<file path="config.mk">
export PLATFORM = sky130hd
export DESIGN_NAME = morse_decoder_flat
export DESIGN_NICKNAME = d
export VERILOG_FILES = /design/src/rtl/morse_decoder_if.sv /design/src/rtl/morse_decoder.sv /design/src/flat_wrapper.sv
export SDC_FILE = /design/constraint.sdc
export NUM_CORES = 1
export LEC_CHECK = 0
export CORE_AREA = 4 4 111 87
export DETAILED_ROUTE_END_ITERATION = 12
export DIE_AREA = 0 0 115 91
export PLACE_DENSITY = 0.56
export SETUP_SLACK_MARGIN = 0.5
export SLEW_MARGIN = 20
export SYNTH_ARGS = -nofsm -noshare
export SYNTH_HDL_FRONTEND = slang
export SYNTH_SLANG_ARGS = --single-unit
</file>
<file path="constraint.sdc">
create_clock -name clk -period 3.8 [get_ports clk]
set_input_delay 0.76 -clock clk [delete_from_list [all_inputs] [get_ports clk]]
set_output_delay 0.76 -clock clk [all_outputs]
set_load 0.05 [all_outputs]
</file>
<file path="src/rtl/morse_decoder_if.sv">
// Keyed-input and decoded-character signal bundle for morse_decoder.
// master: keyed-signal source / output consumer; slave: the decoder.
interface morse_decoder_if;
    logic       key_in;
    logic       char_valid;
    logic [7:0] char_code;
    logic       char_known;
    logic       word_gap;
    logic       busy;

    modport master (
        output key_in,
        input  char_valid, char_code, char_known, word_gap, busy
    );

    modport slave (
        input  key_in,
        output char_valid, char_code, char_known, word_gap, busy
    );
endinterface

</file>
<file path="src/rtl/morse_decoder.sv">
// On-off keyed Morse receiver: run-length timing into dot/dash, character and word gaps, ASCII out.
// Define MORSE_PUNCT_EN to add . , ? / = to the decode table.
module morse_decoder #(
    parameter int unsigned UNIT_CYCLES = 1,
    parameter int unsigned CNT_W       = 16
) (
    input  logic            clk,
    input  logic            rst,
    morse_decoder_if.slave  bus
);

    localparam logic [CNT_W-1:0] DASH_T = CNT_W'(2 * UNIT_CYCLES);
    localparam logic [CNT_W-1:0] CHAR_T = CNT_W'(2 * UNIT_CYCLES);
    localparam logic [CNT_W-1:0] WORD_T = CNT_W'(5 * UNIT_CYCLES);

    typedef enum logic [1:0] {S_IDLE, S_MARK, S_SPACE} state_t;

    state_t           r_state, w_state_nxt;
    logic [CNT_W-1:0] r_run_len, w_run_len_nxt, w_run_inc;
    logic [5:0]       r_pattern, w_pattern_nxt, w_mask;
    logic [2:0]       r_elem_cnt, w_elem_cnt_nxt;
    logic             r_char_valid, w_char_valid_nxt;
    logic [7:0]       r_char_code, w_char_code_nxt;
    logic             r_char_known, w_char_known_nxt;
    logic             r_word_gap, w_word_gap_nxt;
    logic [8:0]       w_dec;

    assign w_run_inc = (r_run_len == '1) ? r_run_len : r_run_len + CNT_W'(1);

    // Mask off stale bits above elem_cnt; a count of 7 keeps all six bits and decodes to '?'.
    assign w_mask = 6'((7'd1 << r_elem_cnt) - 7'd1);

    always_comb begin
        w_dec = {1'b0, 8'h3F};
        case ({r_elem_cnt, r_pattern & w_mask})
            {3'd2, 6'b000001}: w_dec = {1'b1, "A"};
            {3'd4, 6'b001000}: w_dec = {1'b1, "B"};
            {3'd4, 6'b001010}: w_dec = {1'b1, "C"};
            {3'd3, 6'b000100}: w_dec = {1'b1, "D"};
            {3'd1, 6'b000000}: w_dec = {1'b1, "E"};
            {3'd4, 6'b000010}: w_dec = {1'b1, "F"};
            {3'd3, 6'b000110}: w_dec = {1'b1, "G"};
            {3'd4, 6'b000000}: w_dec = {1'b1, "H"};
            {3'd2, 6'b000000}: w_dec = {1'b1, "I"};
            {3'd4, 6'b000111}: w_dec = {1'b1, "J"};
            {3'd3, 6'b000101}: w_dec = {1'b1, "K"};
            {3'd4, 6'b000100}: w_dec = {1'b1, "L"};
            {3'd2, 6'b000011}: w_dec = {1'b1, "M"};
            {3'd2, 6'b000010}: w_dec = {1'b1, "N"};
            {3'd3, 6'b000111}: w_dec = {1'b1, "O"};
            {3'd4, 6'b000110}: w_dec = {1'b1, "P"};
            {3'd4, 6'b001101}: w_dec = {1'b1, "Q"};
            {3'd3, 6'b000010}: w_dec = {1'b1, "R"};
            {3'd3, 6'b000000}: w_dec = {1'b1, "S"};
            {3'd1, 6'b000001}: w_dec = {1'b1, "T"};
            {3'd3, 6'b000001}: w_dec = {1'b1, "U"};
            {3'd4, 6'b000001}: w_dec = {1'b1, "V"};
            {3'd3, 6'b000011}: w_dec = {1'b1, "W"};
            {3'd4, 6'b001001}: w_dec = {1'b1, "X"};
            {3'd4, 6'b001011}: w_dec = {1'b1, "Y"};
            {3'd4, 6'b001100}: w_dec = {1'b1, "Z"};
            {3'd5, 6'b011111}: w_dec = {1'b1, "0"};
            {3'd5, 6'b001111}: w_dec = {1'b1, "1"};
            {3'd5, 6'b000111}: w_dec = {1'b1, "2"};
            {3'd5, 6'b000011}: w_dec = {1'b1, "3"};
            {3'd5, 6'b000001}: w_dec = {1'b1, "4"};
            {3'd5, 6'b000000}: w_dec = {1'b1, "5"};
            {3'd5, 6'b010000}: w_dec = {1'b1, "6"};
            {3'd5, 6'b011000}: w_dec = {1'b1, "7"};
            {3'd5, 6'b011100}: w_dec = {1'b1, "8"};
            {3'd5, 6'b011110}: w_dec = {1'b1, "9"};
`ifdef MORSE_PUNCT_EN
            {3'd6, 6'b010101}: w_dec = {1'b1, "."};
            {3'd6, 6'b110011}: w_dec = {1'b1, ","};
            {3'd6, 6'b001100}: w_dec = {1'b1, "?"};
            {3'd5, 6'b010010}: w_dec = {1'b1, "/"};
            {3'd5, 6'b010001}: w_dec = {1'b1, "="};
`else
            {3'd6, 6'b010101}, {3'd6, 6'b110011}, {3'd6, 6'b001100},
            {3'd5, 6'b010010}, {3'd5, 6'b010001}: w_dec = {1'b0, 8'h3F};
`endif
            default: w_dec = {1'b0, 8'h3F};
        endcase
    end

    always_comb begin
        w_state_nxt      = r_state;
        w_run_len_nxt    = r_run_len;
        w_pattern_nxt    = r_pattern;
        w_elem_cnt_nxt   = r_elem_cnt;
        w_char_valid_nxt = 1'b0;
        w_char_code_nxt  = r_char_code;
        w_char_known_nxt = r_char_known;
        w_word_gap_nxt   = 1'b0;
        case (r_state)
            S_IDLE: begin
                if (bus.key_in) begin
                    w_state_nxt   = S_MARK;
                    w_run_len_nxt = CNT_W'(1);
                end
            end
            S_MARK: begin
                if (bus.key_in) begin
                    w_run_len_nxt = w_run_inc;
                end else begin
                    w_pattern_nxt  = {r_pattern[4:0], (r_run_len >= DASH_T)};
                    w_elem_cnt_nxt = (r_elem_cnt == 3'd7) ? r_elem_cnt : r_elem_cnt + 3'd1;
                    w_state_nxt    = S_SPACE;
                    w_run_len_nxt  = CNT_W'(1);
                end
            end
            S_SPACE: begin
                if (bus.key_in) begin
                    w_state_nxt   = S_MARK;
                    w_run_len_nxt = CNT_W'(1);
                end else begin
                    w_run_len_nxt = w_run_inc;
                    if (w_run_inc == CHAR_T) begin
                        w_char_valid_nxt = 1'b1;
                        w_char_known_nxt = w_dec[8];
                        w_char_code_nxt  = w_dec[7:0];
                        w_pattern_nxt    = '0;
                        w_elem_cnt_nxt   = '0;
                    end
                    if (w_run_inc == WORD_T) begin
                        w_word_gap_nxt = 1'b1;
                        w_state_nxt    = S_IDLE;
                        w_run_len_nxt  = '0;
                    end
                end
            end
            default: begin
                w_state_nxt   = S_IDLE;
                w_run_len_nxt = '0;
            end
        endcase
    end

    always_ff @(posedge clk) begin
        if (rst) begin
            r_state      <= S_IDLE;
            r_run_len    <= '0;
            r_pattern    <= '0;
            r_elem_cnt   <= '0;
            r_char_valid <= 1'b0;
            r_char_code  <= '0;
            r_char_known <= 1'b0;
            r_word_gap   <= 1'b0;
        end else begin
            r_state      <= w_state_nxt;
            r_run_len    <= w_run_len_nxt;
            r_pattern    <= w_pattern_nxt;
            r_elem_cnt   <= w_elem_cnt_nxt;
            r_char_valid <= w_char_valid_nxt;
            r_char_code  <= w_char_code_nxt;
            r_char_known <= w_char_known_nxt;
            r_word_gap   <= w_word_gap_nxt;
        end
    end

    assign bus.char_valid = r_char_valid;
    assign bus.char_code  = r_char_code;
    assign bus.char_known = r_char_known;
    assign bus.word_gap   = r_word_gap;
    assign bus.busy       = (r_state != S_IDLE);

endmodule

</file>
<file path="src/flat_wrapper.sv">
// flat-port wrapper written by rule: the top's interface ports become plain ports
module morse_decoder_flat 
#(
    parameter int unsigned UNIT_CYCLES = 1,
    parameter int unsigned CNT_W       = 16
)
  (clk, rst, bus_key_in, bus_char_valid, bus_char_code, bus_char_known, bus_word_gap, bus_busy);
  morse_decoder_if bus_i ();
  input  logic clk;
  input  logic rst;
  input wire logic [$bits(bus_i.key_in)-1:0] bus_key_in;
  output wire logic [$bits(bus_i.char_valid)-1:0] bus_char_valid;
  output wire logic [$bits(bus_i.char_code)-1:0] bus_char_code;
  output wire logic [$bits(bus_i.char_known)-1:0] bus_char_known;
  output wire logic [$bits(bus_i.word_gap)-1:0] bus_word_gap;
  output wire logic [$bits(bus_i.busy)-1:0] bus_busy;
  assign bus_i.key_in = bus_key_in;
  assign bus_char_valid = bus_i.char_valid;
  assign bus_char_code = bus_i.char_code;
  assign bus_char_known = bus_i.char_known;
  assign bus_word_gap = bus_i.word_gap;
  assign bus_busy = bus_i.busy;
  morse_decoder #(.UNIT_CYCLES(UNIT_CYCLES), .CNT_W(CNT_W)) u_core (.clk(clk), .rst(rst), .bus(bus_i));
endmodule
</file>
==> flow_summary.toml, run 1 <==
[die]
dieArea_sq_um = 10500
top_level_ports = 15
placementRows = 29
fp.dieH_um = 91
core_sq_um = 8420
initial_core_util_pct = 39.6
die_x_um = 115

[yosys]
syn-instance-count = 460
synth.distinct_cells = 76
yosys_most_used_dff = "dfxtp_1"
syn_avg_cell_area_sq_um = 7.24
synth_fp_nets = 474
synth_common_cells = "44 x a21oi_1, 41 x nand2_1, 38 x nor2_1, 37 x dfxtp_1, 28 x nand3_1"
ys_seq_area_share_pct = 22.2
yosys.area.top_type = "dfxtp_1"
yosys_warnings = 0
synth-seq-cells = 37
synth_edf_count = 0
synth_area_leaders = "dfxtp_1 22%, a21oi_1 6.6%, nand2_1 4.6%, nor2_1 4.3%, nand3_1 4.2%"
syn_area_sq_um = 3330
async_flop_share_pct = 0
yosysMostFrequentCell = "a21oi_1"
netlist.area_leader.share_pct = 22.2

[grt]
grt-ovfl-total = 0
grt_max_degree = 29
use_met1_pct = 30.7
grt_pass1_wl_um = 15600
grt_pass1_vias = 2923
use_met2_pct = 22.2
track_usage_pct = 18.1
grt_util_met3_pct = 4.32
antenna_found_initial = 0
top_usage_layer = "met1"

[timing]
rsz0062_at_grt = "no"
worstMarginPinSlew_ps = 601
period_needed_ps = 2990
skew_ps = 1.78
period_share_pct = 78.6
slew_violations = 0
setup_viol = 0
max_freq_ghz = 0.335
hold_viol = 0
setup_tns_ps = 0
relSlewSlack_pct = 59.9

[routing]
drt-wirelength-per-cell_um = 16.7
drc = 0
drtIter0Drc = 275
dr_total_vias = 3421
first_pass_iters = 5
ant_nets = 0
viasPerCell = 6.14
drt-total-wl_um = 9330

[finish]
drive_gt1_share_pct = 9.35
n_antenna_cell = 0
fillCellCount = 889
design_area_sq_um = 3600
syn_to_final_growth_pct = 8.04
nets = 462
ff_latch_area_sq_um = 741
multi_input_area_sq_um = 2340

[setup_path]
reg2reg_from = "u_core.r_elem_cnt[0]"
critPathKind = "reg -> reg"
worstPathArrival_ps = 3160
cp_max_fo = 9
reg2regPathDepth = 10
rrSetupSlack_ps = 810
setup.worst_path.start_class = "register"
crit_required_ps = 3980
end_kind = "register"
r2r_end = "u_core.bus.char_code[4]"

[cts]
cts_tree = "done"
post-cts-setup-buffers = 0
clock_path_buffers = 2
clock-root-buffer = "clkbuf_16"
clkSlewWorstSetupHoldPaths_ps = 60
clk_latency_ps = 280
cts.sink_count = 37
h-tree-depth = 2
cts_made_buffers = 5

[placement]
place_area_sq_um = 3420
io_buffer_count = 13
dp_hpwl_um = 6950
gp_congestion = 0.898

[job]
max_cap_viol_count = 0

[worst_hold_path]
hold_class = "reg -> reg"
hold_path_end = "u_core.bus.char_known"
holdPathStages = 2
hold_start = "u_core.bus.char_known"

[pwr]
ir_drop_uv = 171
p_leak_nw = 1.23
power_density_nw_per_um2 = 249

[status]
status = "finished clean"
## area by class of cell
type | instances | share of cell area [%]
Sequential cell | 37 | 20.6
Inverter | 16 | 1.67
Clock buffer | 6 | 3.58
Clock inverter | 2 | 0.278
Timing Repair Buffer | 20 | 5.08
Multi-Input combinational cell | 368 | 65.1
Tap cell | 108 | 3.76
## worst max-delay path, stage by stage (launching register included)
cell and delay [ps]:
dfxtp_1 400, inv_1 110, ha_1 350, o31a_1 340, o21ai_1 380, nand2_1 220
or4_1 430, o31ai_1 90, nand4b_1 250, nand3b_1 140, o21a_1 190
## timing repair
item,4_1_cts,5_1_grt
hold buffers,0,0
endpoints found under the setup margin,0,8
gates resized for setup,0,8
## where the power goes
| group | total [W] | internal (W) | switching [W] |
|---|---|---|---|
| sequential | 0.000398 | 0.000392 | 0.00000650 |
| combinational | 0.0000927 | 0.0000336 | 0.0000591 |
| clock | 0.000406 | 0.000241 | 0.000165 |
| total | 0.000897 | 0.000667 | 0.000230 |
## cells in the final DEF (no fill, tap or decap), drive strengths merged, types with 13 or more instances in the layout
cell type and count:
a21oi 46, a31oi 14, clkdlybuf4s50 13, dfxtp 37, inv 16, nand2 42
nand3 30, nand4 13, nor2 39, nor3 21, o21ai 24
## flip-flops by register name, summed over array words and instances (netlist names)
name,count
u_core.bus.char_known,1
u_core.r_elem_cnt,3
u_core.r_pattern,6
u_core.r_run_len,16
u_core.r_state,2
u_core.bus.word_gap,1
u_core.bus.char_valid,1
u_core.bus.char_code,7
## routing by layer
layer  up-vias  part of all wire, %
met2       131                   38
li1       1678                    -
met3         8                  8.5
met1      1604                   53
met4         0                 0.61
met5         -                    0
## cells by family after synthesis
kind of cell | after synthesis | synth area share, %
buf+inv | 55 | 8.56
fa+ha+maj | 11 | 4.13
flops | 37 | 22.2
simple gates | 208 | 34.5
xor+xnor | 6 | 1.58
mux | 4 | 1.24
compound gates | 138 | 27.6
other cells | 1 | 0.113
## stage by stage
step / total power (W) / hold slack (ps) / instances / setup WS [ps] / utilization (%)
2_1_floorplan: 0.000477 / 466 / 460 / 981 / -
3_3_place_gp: 0.000495 / 449 / 549 / 613 / 40.7
3_5_place_dp: 0.000496 / 445 / 549 / 598 / 40.7
4_1_cts: 0.000904 / 453 / 557 / 577 / 42.3
5_1_grt: 0.000936 / 483 / 557 / 534 / 42.7
6_report: 0.000897 / 450 / 557 / 814 / 42.7
## worst max path at each step
stage,start,to,slack [ps]
finish,u_core.r_elem_cnt[0],u_core.bus.char_code[4],810
global route,u_core.r_elem_cnt[0],u_core.bus.char_code[4],530
CTS,u_core.r_elem_cnt[0],u_core.bus.char_known,580
detailed placement,u_core.r_elem_cnt[0],u_core.bus.char_known,600
global placement,u_core.r_elem_cnt[0],u_core.bus.char_known,610
floorplan,u_core.r_elem_cnt[2],u_core.bus.char_code[4],980
(Power assumes the default switching activity.)
==> run 2, diff against run 1 <==
- clock period: 3.8 -> 3.1 ns (I/O delays scaled with it)
==> run 2 against run 1 <==
  * Maximum frequency grew 12%
  * Sequential cell count stayed put
  * Highest routed layer unchanged
  * Non-clock buffer count rose by 24
  * Register-to-register slack got worse by 370 ps
  * Sequential share of layout area is 1.7 points lower
==> flow_summary.toml, run 2 (synthesis results as in run 1) <==
[die]
placementRows = 29
core_sq_um = 8420
dieArea_sq_um = 10500
die_x_um = 115
initial_core_util_pct = 39.6
top_level_ports = 15
fp.dieH_um = 91

[setup_path]
setup.worst_path.start_class = "register"
end_kind = "register"
worst-path-buf-inv = 1
path_depth = 10
r2r_end = "u_core.bus.char_code[4]"
cp_cell_sequence = "inv_4, ha_2, o31a_1, o21ai_4, nand2_1, or4_1, o31ai_2, nand4b_1, nand3b_1, o21a_1"
critPathKind = "reg -> reg"
cp_max_fo = 9
worstPathArrival_ps = 2830
reg2reg_from = "u_core.r_elem_cnt[0]"
crit_family = "simple AND/OR/NAND/NOR gates"
crit_required_ps = 3270
rrSetupSlack_ps = 440
reg2regPathDepth = 10
slowest_delay_ps = 500
critPathSlowestCell = "or4_1"

[placement]
place_area_sq_um = 3550
preCtsSetupSlack_ps = 230
gp_congestion = 0.969
io_buffer_count = 13
dp_hpwl_um = 7230

[grt]
grt_util_met3_pct = 4.32
top_usage_layer = "met1"
grt_pass1_vias = 3128
track_usage_pct = 19.4
antenna_found_initial = 0
grt_max_degree = 29
use_met2_pct = 24.6
grt-ovfl-total = 0
use_met1_pct = 32.2
grt_pass1_wl_um = 16600

[timing]
skew_ps = 3.36
slew_violations = 0
relSlewSlack_pct = 58.4
worstMarginPinSlew_ps = 621
period_needed_ps = 2660
worst_slack_ps = 442
hold_viol = 0
max_freq_ghz = 0.376
setup_tns_ps = 0
period_share_pct = 85.8
rsz0062_at_grt = "yes"
setup_viol = 0

[finish]
drive_gt1_share_pct = 23.8
post-route-util_pct = 47.9
n_antenna_cell = 0
design_area_sq_um = 4030
final_common_cell = "a21oi_1"
fillCellCount = 866
largest-register = "u_core.r_run_len"
mostFrequentLayoutCells = "43 x a21oi_1, 37 x nand2_1, 35 x nor2_1, 28 x buf_4, 27 x nand3_1"
syn_to_final_growth_pct = 21.0
nets = 488
largest_reg_flops = 16

[status]
status = "finished clean"

[worst_hold_path]
hold_start = "u_core.bus.char_known"
hold_path_end = "u_core.bus.char_known"
holdPathStages = 2
hold_class = "reg -> reg"

[routing]
dr_total_vias = 3553
viasPerCell = 6.09
ant_nets = 0
drt-total-wl_um = 10200
drt-wirelength-per-cell_um = 17.5
first_pass_iters = 7
drtIter0Drc = 354
drc = 0

[pwr]
ir_drop_uv = 302
p_leak_nw = 1.39
power_density_nw_per_um2 = 278

[job]
max_cap_viol_count = 0

[cts]
clkSlewWorstSetupHoldPaths_ps = 60
cts_tree = "done"
clock-root-buffer = "clkbuf_16"
h-tree-depth = 2
cts_made_buffers = 5
cts_hold_buf = 0
clock_path_buffers = 2
cts.sink_count = 37
clk_latency_ps = 280
-- run 2: cell count changes in the layout (fill, tap and decap cells not counted), sizes merged --
| cell | change |
|---|---|
| buf | +24 |
| a31oi | +2 |
-- run 2: per-layer routing --
metal  vias up  part of all wire, %
li1       1735                    -
met2       169                   39
met4         0                 0.85
met3        12                  9.3
met5         -                    0
met1      1637                   51
-- run 2: cell type report --
class                   count  area (sq um)  share of cell area, %
flip-flops and latches     37           761                   18.9
repair buffers             44           383                   9.50
clock inverters             2          10.0                  0.248
multi-input cells         370          2550                   63.2
clock buffers               6           129                   3.20
inverters                  16          65.1                   1.61
well taps                 108           135                   3.35
-- run 2: worst max path at each step --
| stage | from | to | slack (ps) |
|---|---|---|---|
| after floorplan | u_core.r_elem_cnt[2] | u_core.bus.char_known | 530 |
| final | u_core.r_elem_cnt[0] | u_core.bus.char_code[4] | 440 |
| after global placement | u_core.r_elem_cnt[1] | u_core.bus.char_code[2] | 300 |
| after detailed placement | u_core.r_elem_cnt[1] | u_core.bus.char_known | 230 |
| after CTS | u_core.r_elem_cnt[0] | u_core.bus.char_known | 440 |
| after global routing | u_core.r_elem_cnt[0] | u_core.bus.char_known | 300 |
-- run 2: tightest hold or removal path: cells and delay by family, from the launching register on --
kind | cells | cell delay, ps
DFF | 1 | 310
and+or+nand+nor | 1 | 50
AOI/OAI and AO/OA | 1 | 50
-- run 2: metrics by stage --
stage	instances	hold WS, ps	total power [W]
2_1_floorplan	460	455	0.000588
3_3_place_gp	561	442	0.000615
4_1_cts	578	458	0.00113
6_report	583	454	0.00112
3_5_place_dp	561	446	0.000616
5_1_grt	583	499	0.00117
-- run 2: what timing repair did --
action / CTS / global route
endpoints found under the setup margin: 28 / 31
gates resized for setup: 37 / 26
buffers inserted: 8 / 4
pin swaps: 13 / 13
gates cloned: 1 / 1
endpoints found under the hold margin: 0 / 0
-- run 2: power breakdown --
group / total [W] / leakage (nW) / internal [W] / switching (W)
logic: 0.000136 / 1.01 / 0.0000558 / 0.0000806
clock network: 0.000495 / 0.0706 / 0.000295 / 0.000200
registers: 0.000489 / 0.305 / 0.000480 / 0.00000988
==> run 3, diff against run 2 <==
- clock period: 3.1 -> 2.73 ns (I/O delays scaled with it)
==> run 3 against run 2 <==
  * First-iteration DRC count down 1.7%
  * Final cell count up 5.0%
  * Die area unchanged
  * Largest cell class unchanged
  * Total power up 25%
  * Cell area up 9.2%
  * Critical path type unchanged
  * Critical endpoint is now u_core.bus.char_code[6]
  * Clock-buffer cell count unchanged
==> flow_summary.toml, run 3 (synthesis results as in run 1) <==
[status]
status = "finished clean"

[routing]
drt-total-wl_um = 10500
drt-wirelength-per-cell_um = 17.1
drc = 0
dr_total_vias = 3712
ant_nets = 0
drtIter0Drc = 348
viasPerCell = 6.07
first_pass_iters = 4

[cts]
clock_path_buffers = 2
cts_hold_buf = 0
h-tree-depth = 2
cts_made_buffers = 5
clkSlewWorstSetupHoldPaths_ps = 60
clk_latency_ps = 280
cts.sink_count = 37
cts_tree = "done"
clock-root-buffer = "clkbuf_16"

[finish]
fillCellCount = 819
largest-register = "u_core.r_run_len"
final_common_cell = "buf_4"
mostFrequentLayoutCells = "55 x buf_4, 39 x a21oi_1, 37 x nand2_1, 35 x nor2_1, 28 x nand3_1"
multi_input_area_sq_um = 2590
stdcell_count = 612
ff_latch_area_sq_um = 790
syn_to_final_growth_pct = 32.2
largest_reg_flops = 16
drive_gt1_share_pct = 31.2
design_area_sq_um = 4400
n_antenna_cell = 0
nets = 517

[grt]
antenna_found_initial = 0
track_usage_pct = 19.1
grt_pass1_vias = 3257
grt-ovfl-total = 0
grt_pass1_wl_um = 16700
grt_max_degree = 29

[setup_path]
crit_top_cell = "ha_4"
cp_max_fo = 7
end_kind = "register"
setup.worst_path.start_class = "register"
slowest_delay_ps = 460
cp_cell_sequence = "inv_4, ha_4, nand2b_4, ha_4, or4b_4, o211ai_1, a21o_1, or4_4, o31ai_4, nand4b_1, buf_4, mux2i_1, nor2_1"
worstPathArrival_ps = 2860
critPathSlowestCell = "or4b_4"
crit_required_ps = 2890
critPathKind = "reg -> reg"

[placement]
place_area_sq_um = 3710
io_buffer_count = 13
place_inst = 578
dp_hpwl_um = 7430
gp_congestion = 0.963

[pwr]
clock_power_share_pct = 48.5
ir_drop_uv = 270
power_density_nw_per_um2 = 319
p_leak_nw = 1.57
p_comb_share_pct = 12.5
internal-power_w = 0.00107
p_switching_w = 0.000334
swShare_pct = 23.8
seqPwrFrac_pct = 39.0

[die]
placementRows = 29
initial_core_util_pct = 39.6
dieArea_sq_um = 10500
core_sq_um = 8420
fp.dieH_um = 91
die_x_um = 115
top_level_ports = 15

[timing]
hold_ws_ps = 458
skew_ps = 4.14
period_share_pct = 99.0
slew_violations = 0
relSlewSlack_pct = 55.7
setup_viol = 0
max_freq_ghz = 0.370
rsz0062_at_grt = "yes"
hold_viol = 0
worstMarginPinSlew_ps = 663
period_needed_ps = 2700

[worst_hold_path]
hold_class = "reg -> reg"

[job]
max_cap_viol_count = 0
## run 3: cell types whose count changed in the layout (fill, tap and decap cells not counted), sizes merged
cell	delta
buf	+30
clkdlybuf4s50	-2
clkinvlp	+1
dlygate4sd2	+1
clkbuf	+1
clkinv	-2
a31oi	-2
bufinv	+1
dlymetal6s2s	+1
## run 3: path summary, 6_finish.rpt
kind / startpoint / slack [ps] / cells after the start / endpoint
worst max register to register: u_core.r_elem_cnt[0] / 30 / 13 / u_core.bus.char_code[6]
worst max-delay path: u_core.r_elem_cnt[0] / 30 / 13 / u_core.bus.char_code[6]
worst min register to register: u_core.bus.char_known / 460 / 2 / u_core.bus.char_known
worst min-delay path: u_core.bus.char_known / 460 / 2 / u_core.bus.char_known
## run 3: final cells by class
type / count / area share (%)
clock buffers: 6 / 3.15
clock inverters: 2 / 0.853
inverters: 16 / 1.59
multi-input cells: 368 / 58.9
flip-flops and latches: 37 / 17.9
well taps: 108 / 3.07
repair buffers: 75 / 14.5
## run 3: through the flow
stage | setup TNS, ps | total power (W) | setup WS, ps | utilization (%)
2_1_floorplan | 0 | 0.000671 | 215 | -
3_3_place_gp | 0 | 0.000706 | 12.1 | 44.0
3_5_place_dp | -105 | 0.000709 | -33.0 | 44.0
4_1_cts | 0 | 0.00141 | 62.4 | 48.7
5_1_grt | -258 | 0.00145 | -56.7 | 52.3
6_report | 0 | 0.00140 | 26.7 | 52.3
## run 3: per-layer routing
layer / up-vias / track usage [%] / routed length [um]
li1: 1792 / - / -
met2: 189 / 25.2 / 4250
met1: 1709 / 31.0 / 5070
met4: 0 / 2.93 / 119
met5: - / 0 / 0
met3: 22 / 4.78 / 1030
## run 3: power groups by stage
| stage | combinational, W | sequential, W | clock, W |
|---|---|---|---|
| after floorplan | 0.000104 | 0.000567 | 0 |
| after global placement | 0.000140 | 0.000567 | 0 |
| after detailed placement | 0.000142 | 0.000567 | 0 |
| after CTS | 0.000156 | 0.000556 | 0.000695 |
| after global routing | 0.000189 | 0.000549 | 0.000715 |
| final | 0.000175 | 0.000548 | 0.000680 |
## run 3: critical path, delay by kind of cell (launching register included)
family / cells / cell delay (ps)
DFF: 1 / 390
AOI/OAI and AO/OA: 3 / 490
muxes: 1 / 120
buffers and inverters: 2 / 250
adders and majority gates: 2 / 330
and+or+nand+nor: 5 / 1010
## run 3: timing repair
item / CTS / global route
pin swaps: 18 / 29
resized for setup: 41 / 51
endpoints found under the setup margin: 36 / 33
buffers inserted: 11 / 14
gates cloned: 0 / 1
